===== src/rtl/param_register_file_if.sv =====
// Decode/writeback bus of the parametrised register file: read ports, write port,
// issue marking and flush. Widths must match the attached param_register_file.
interface param_register_file_if #(
  parameter int DATA_W = 32,
  parameter int ADDR_W = 5,
  parameter int NUM_RD = 2
);
  logic [NUM_RD*ADDR_W-1:0] rd_addr;
  logic [NUM_RD*DATA_W-1:0] rd_data;
  logic [NUM_RD-1:0]        rd_busy;
  logic                     wr_en;
  logic [ADDR_W-1:0]        wr_addr;
  logic [DATA_W-1:0]        wr_data;
  logic                     iss_en;
  logic [ADDR_W-1:0]        iss_addr;
  logic                     flush;

  // No valid/ready pair: the write and issue ports always accept in the cycle
  // they are asserted, and decode is expected to stall itself on rd_busy.
  modport master (
    output rd_addr, wr_en, wr_addr, wr_data, iss_en, iss_addr, flush,
    input  rd_data, rd_busy
  );

  modport slave (
    input  rd_addr, wr_en, wr_addr, wr_data, iss_en, iss_addr, flush,
    output rd_data, rd_busy
  );
endinterface


===== src/rtl/param_register_file.sv =====
// Multi-read-port register file with write-through bypass, optional hardwired
// zero register and a per-register pending-write scoreboard for RAW stalls.
module param_register_file #(
  parameter int DATA_W   = 32,
  parameter int ADDR_W   = 5,
  parameter int NUM_RD   = 2,
  parameter int ZERO_REG = 1
) (
  input logic                 clk,
  input logic                 rst_n,
  param_register_file_if.slave rf
);
  localparam int DEPTH = 1 << ADDR_W;

  logic [DATA_W-1:0]        mem [DEPTH];
  logic [DEPTH-1:0]         busy;
  logic [DEPTH-1:0]         busyNext;
  logic                     wrEn;
  logic                     memWrite;
  logic [NUM_RD*DATA_W-1:0] rdDataC;
  logic [NUM_RD-1:0]        rdBusyC;
  logic [ADDR_W-1:0]        portAddr;
  logic                     portZero;
  logic                     portByp;

  assign wrEn     = (rf.wr_en == 1'b1);
  assign memWrite = wrEn && !((ZERO_REG != 0) && (rf.wr_addr == '0));

  // Issue is applied after the writeback clear so the newer producer wins.
  always_comb begin
    busyNext = busy;
    if (rf.flush) begin
      busyNext = '0;
    end else begin
      if (wrEn)
        busyNext[rf.wr_addr] = 1'b0;
      if (rf.iss_en && !((ZERO_REG != 0) && (rf.iss_addr == '0)))
        busyNext[rf.iss_addr] = 1'b1;
    end
  end

  always_ff @(posedge clk or negedge rst_n) begin
    if (!rst_n) begin
      for (int r = 0; r < DEPTH; r++)
        mem[r] <= '0;
      busy <= '0;
    end else begin
      if (memWrite)
        mem[rf.wr_addr] <= rf.wr_data;
      busy <= busyNext;
    end
  end

  // A same-cycle writeback both forwards its data and hides the busy bit.
  always_comb begin
    rdDataC  = '0;
    rdBusyC  = '0;
    portAddr = '0;
    portZero = 1'b0;
    portByp  = 1'b0;
    for (int i = 0; i < NUM_RD; i++) begin
      portAddr = rf.rd_addr[i*ADDR_W +: ADDR_W];
      portZero = (ZERO_REG != 0) && (portAddr == '0);
      portByp  = wrEn && (rf.wr_addr == portAddr);
      if (portZero)
        rdDataC[i*DATA_W +: DATA_W] = '0;
      else if (portByp)
        rdDataC[i*DATA_W +: DATA_W] = rf.wr_data;
      else
        rdDataC[i*DATA_W +: DATA_W] = mem[portAddr];
      rdBusyC[i] = !portZero && !portByp && busy[portAddr];
    end
  end

  assign rf.rd_data = rdDataC;
  assign rf.rd_busy = rdBusyC;
endmodule


===== src/flat_wrapper.sv =====
// flat-port wrapper written by rule: the top's interface ports become plain ports
module param_register_file_flat 
#(
  parameter int DATA_W   = 32,
  parameter int ADDR_W   = 5,
  parameter int NUM_RD   = 2,
  parameter int ZERO_REG = 1
)
  (clk, rst_n, rf_rd_addr, rf_wr_en, rf_wr_addr, rf_wr_data, rf_iss_en, rf_iss_addr, rf_flush, rf_rd_data, rf_rd_busy);
  param_register_file_if #(.DATA_W(DATA_W), .ADDR_W(ADDR_W), .NUM_RD(NUM_RD)) rf_i ();
  input logic clk;
  input logic rst_n;
  input wire logic [$bits(rf_i.rd_addr)-1:0] rf_rd_addr;
  input wire logic [$bits(rf_i.wr_en)-1:0] rf_wr_en;
  input wire logic [$bits(rf_i.wr_addr)-1:0] rf_wr_addr;
  input wire logic [$bits(rf_i.wr_data)-1:0] rf_wr_data;
  input wire logic [$bits(rf_i.iss_en)-1:0] rf_iss_en;
  input wire logic [$bits(rf_i.iss_addr)-1:0] rf_iss_addr;
  input wire logic [$bits(rf_i.flush)-1:0] rf_flush;
  output wire logic [$bits(rf_i.rd_data)-1:0] rf_rd_data;
  output wire logic [$bits(rf_i.rd_busy)-1:0] rf_rd_busy;
  assign rf_i.rd_addr = rf_rd_addr;
  assign rf_i.wr_en = rf_wr_en;
  assign rf_i.wr_addr = rf_wr_addr;
  assign rf_i.wr_data = rf_wr_data;
  assign rf_i.iss_en = rf_iss_en;
  assign rf_i.iss_addr = rf_iss_addr;
  assign rf_i.flush = rf_flush;
  assign rf_rd_data = rf_i.rd_data;
  assign rf_rd_busy = rf_i.rd_busy;
  param_register_file #(.DATA_W(DATA_W), .ADDR_W(ADDR_W), .NUM_RD(NUM_RD), .ZERO_REG(ZERO_REG)) u_core (.clk(clk), .rst_n(rst_n), .rf(rf_i));
endmodule

===== config.mk =====
export PLATFORM = sky130hd
export DESIGN_NAME = param_register_file_flat
export DESIGN_NICKNAME = d
export VERILOG_FILES = /design/src/rtl/param_register_file_if.sv /design/src/rtl/param_register_file.sv /design/src/flat_wrapper.sv
export SDC_FILE = /design/constraint.sdc
export NUM_CORES = 2
export LEC_CHECK = 0
export CORE_ASPECT_RATIO = 1.25
export CORE_MARGIN = 3
export CORE_UTILIZATION = 50
export DETAILED_ROUTE_END_ITERATION = 10
export HOLD_SLACK_MARGIN = 0.06
export PLACE_DENSITY = 0.72
export SYNTH_ARGS = -nofsm -noshare
export SYNTH_HDL_FRONTEND = slang
export SYNTH_SLANG_ARGS = --single-unit

===== constraint.sdc =====
create_clock -name clk -period 3.1 [get_ports clk]
set_input_delay 0.465 -clock clk [delete_from_list [all_inputs] [get_ports clk]]
set_output_delay 0.465 -clock clk [all_outputs]
set_load 0.05 [all_outputs]

==> flow_metrics.tcl <==
set metrics [dict create \
    setup.worst_path.start_class "primary input" \
    syn_avg_cell_area_um2 14.4 \
    drv_cap 0 \
    synth-warning-count 0 \
    endpoint "rf_rd_data[13]" \
    power_frac_comb_pct 23.9 \
    io_pins 123 \
    setup_viol 3 \
    routedWlPerCell_um 34.0 \
    grt_max_degree 122 \
    clock_sinks 1056 \
    synth_top_area_share_pct 46.4 \
    rows 137 \
    cts-root-buf "clkbuf_16" \
    worstMarginPinSlew_ns 0.865 \
    cp_data_arrival_time_ns 2.66 \
    ys_types 56 \
    relSlewSlack_pct 42.2 \
    run_status "finished with violations" \
    synth_cells 3954 \
    min-delay-path-class "primary input to async pin" \
    clockBufferDepth 3 \
    antenna_found_initial 7 \
    violations "setup timing" \
    ys_async_sr_fraction_pct 100 \
    first_global_vias 42045 \
    synth_area_leaders "dfrtp_1 (46%), mux2_2 (22%), mux4_2 (18%), o22ai_1 (1.5%), clkbuf_1 (1.4%)" \
    ys.flop_type "dfrtp_1" \
    cp-end-kind "output pin" \
    synth_fp_nets 4011 \
    synthMostInstantiatedCell "mux2_2" \
    rrSetupSlack_ns 2.07 \
    criticalPathCategory "primary input to output pin" \
    crit_path_max_fanout 15 \
    route.vias.total 40827 \
    place.gp.congestion 0.904 \
    routed_wl_um 198000 \
    p_int_mw 30.5 \
    final_cell_area_mm2 0.0688 \
    areaGrowthSynthToFinish_pct 21.0 \
    placed_area_mm2 0.0635 \
    yosys-top-cells-count "mux2_2 (1,089), dfrtp_1 (1,056), mux4_2 (466)" \
    cp.required_ns 2.63 \
    hold_viol 0 \
    ys_ff_latch 1056 \
    p_leak_nw 29.8 \
    rsz0062_at_grt "true" \
    core_mm2 0.112 \
    clk_pin_slew_ns 0.06 \
    period_needed_ns 3.13 \
    synth-edff-count 0 \
    fillers 8244 \
    first_pass_iters 5 \
    cts_made_buffers 109 \
    powerDensity_mw_per_mm2 621 \
    yosysSeqAreaShare_pct 46.4 \
    die_h_um 383 \
    clockPowerShare_pct 33.3 \
    synth_largest_area_cell "dfrtp_1" \
    syn-cell-area_mm2 0.0569 \
    fmax_ghz 0.320 \
    r2r_cells 3 \
    place_inst 5561 \
    r2r-end "u_core.mem[160]" \
    final_cells 5808 \
    power_switching_share_pct 28.7 \
    grt_pass1_wl_um 288000 \
    fin_nets 4308 \
    drc 0 \
    dieArea_mm2 0.118 \
    track_usage_pct 33.5 \
    drtIter0Drc 4882 \
    switchingPower_mw 12.3 \
    htreeDepth 3 \
    fin_crit_sh_pct 101 \
    insertion_delay_ns 0.74 \
    finalMaxSlewViolations 0 \
    drive_gt1_share_pct 57.9 \
    cts_tree "done" \
    initial_utilization_pct 50.7 \
    ant_nets 0 \
    fin_ws_ns -0.0256 \
    ir_drop_mv 0.521 \
    cp-startpoint "rf_rd_addr[1]" \
    grt.overflow.total 0 \
    dp_slack_ns -0.388 \
    pwr-share-seq_pct 42.8 \
    vias_per_cell 7.03 \
    skew_ns 0 \
    hpwl_um 127000 \
    worstReg2RegStart "u_core.mem[160]" \
    die-width_um 308 \
    portBuffers 122 \
]
==> power by group through the flow <==
stage	clock (mW)	sequential, mW	combinational (mW)
3_3_place_gp	0	18.2	9.42
4_1_cts	14.3	18.2	10.0
2_1_floorplan	0	17.7	6.72
6_report	14.2	18.3	10.2
3_5_place_dp	0	18.4	9.62
5_1_grt	14.9	18.5	10.8
==> worst max-delay path, stage by stage <==
cell and delay (ns):
buf_12 0.20, buf_12 0.20, buf_4 0.28, mux4_2 0.28, o22ai_1 0.09, or4_4 0.58
o22ai_4 0.26, buf_6 0.16, buf_12 0.13
==> logic make-up (layout without fill, tap and decap cells) <==
group	Yosys count	after routing	share of synthesized area, %
multiplexers	1633	1633	41.4
buffers and inverters	449	836	3.83
XOR/XNOR	10	10	0.154
AO/OA/AOI/OAI	397	397	4.70
other	0	8	0
AND/OR/NAND/NOR	409	409	3.50
flip-flops	1056	1056	46.4
==> cell type report <==
type	count	area, µm²	share of cell area, %
Inverter	4	15.0	0.0218
Tap cell	1459	1830	2.65
Multi-Input combinational cell	2449	29400	42.7
Timing Repair Buffer	631	7300	10.6
Antenna cell	8	20.0	0.0291
Sequential cell	1056	26400	38.4
Clock buffer	159	3250	4.72
Clock inverter	42	641	0.931
==> flip-flops by register name (all words and copies together), names as in the netlist <==
| name | flops |
|---|---|
| u_core.busy | 32 |
| u_core.mem | 1024 |
==> routing by layer <==
metal / part of all wire [%] / vias to the layer above / global-route usage [%]
li1: - / 15857 / -
met5: 0.020 / - / 0
met4: 6.6 / 6 / 19.0
met1: 37 / 21493 / 44.2
met2: 46 / 2751 / 51.2
met3: 11 / 720 / 7.78
==> layout by cell type (no fill, tap or decap), types with 56 or more instances in the layout <==
cell          n
nor2_1       93
buf_4       369
mux4_2      466
o22ai_1     118
buf_12      166
dfrtp_1    1056
mux2_2     1079
mux2i_1      65
clkbuf_16   109
nand2_1      70
a22oi_1      56
==> per-stage QoR <==
stage	total power, mW	TNS, ns	hold WS [ns]	utilization, %
CTS	42.5	-0.143	0.243	60.9
finish	42.7	-0.0571	0.255	61.3
global route	44.2	-0.232	0.278	61.3
detailed placement	28.0	-2.96	0.383	56.6
global placement	27.6	-2.83	0.376	56.6
floorplan	24.4	0	0.169	-
==> worst min-delay path by stage <==
stage,startpoint,endpoint,slack (ns),cells past startpoint
after floorplan,rst_n,u_core.busy[0],0.17,0
after global placement,u_core.mem[1006],u_core.mem[1006],0.38,0
after detailed placement,u_core.mem[998],u_core.mem[998],0.38,0
after CTS,rst_n,u_core.mem[993],0.24,2
after global routing,rst_n,u_core.mem[993],0.28,2
final,rst_n,u_core.mem[993],0.26,2
==> what timing repair did <==
item,4_1_cts,5_1_grt
endpoints found under the hold margin,56,0
gates cloned,3,0
pin swaps,67,42
hold buffers,1,0
resized for setup,146,74
setup endpoints to repair,51,55
buffers inserted,31,19
Note: power is estimated with default switching activity, not from simulation.
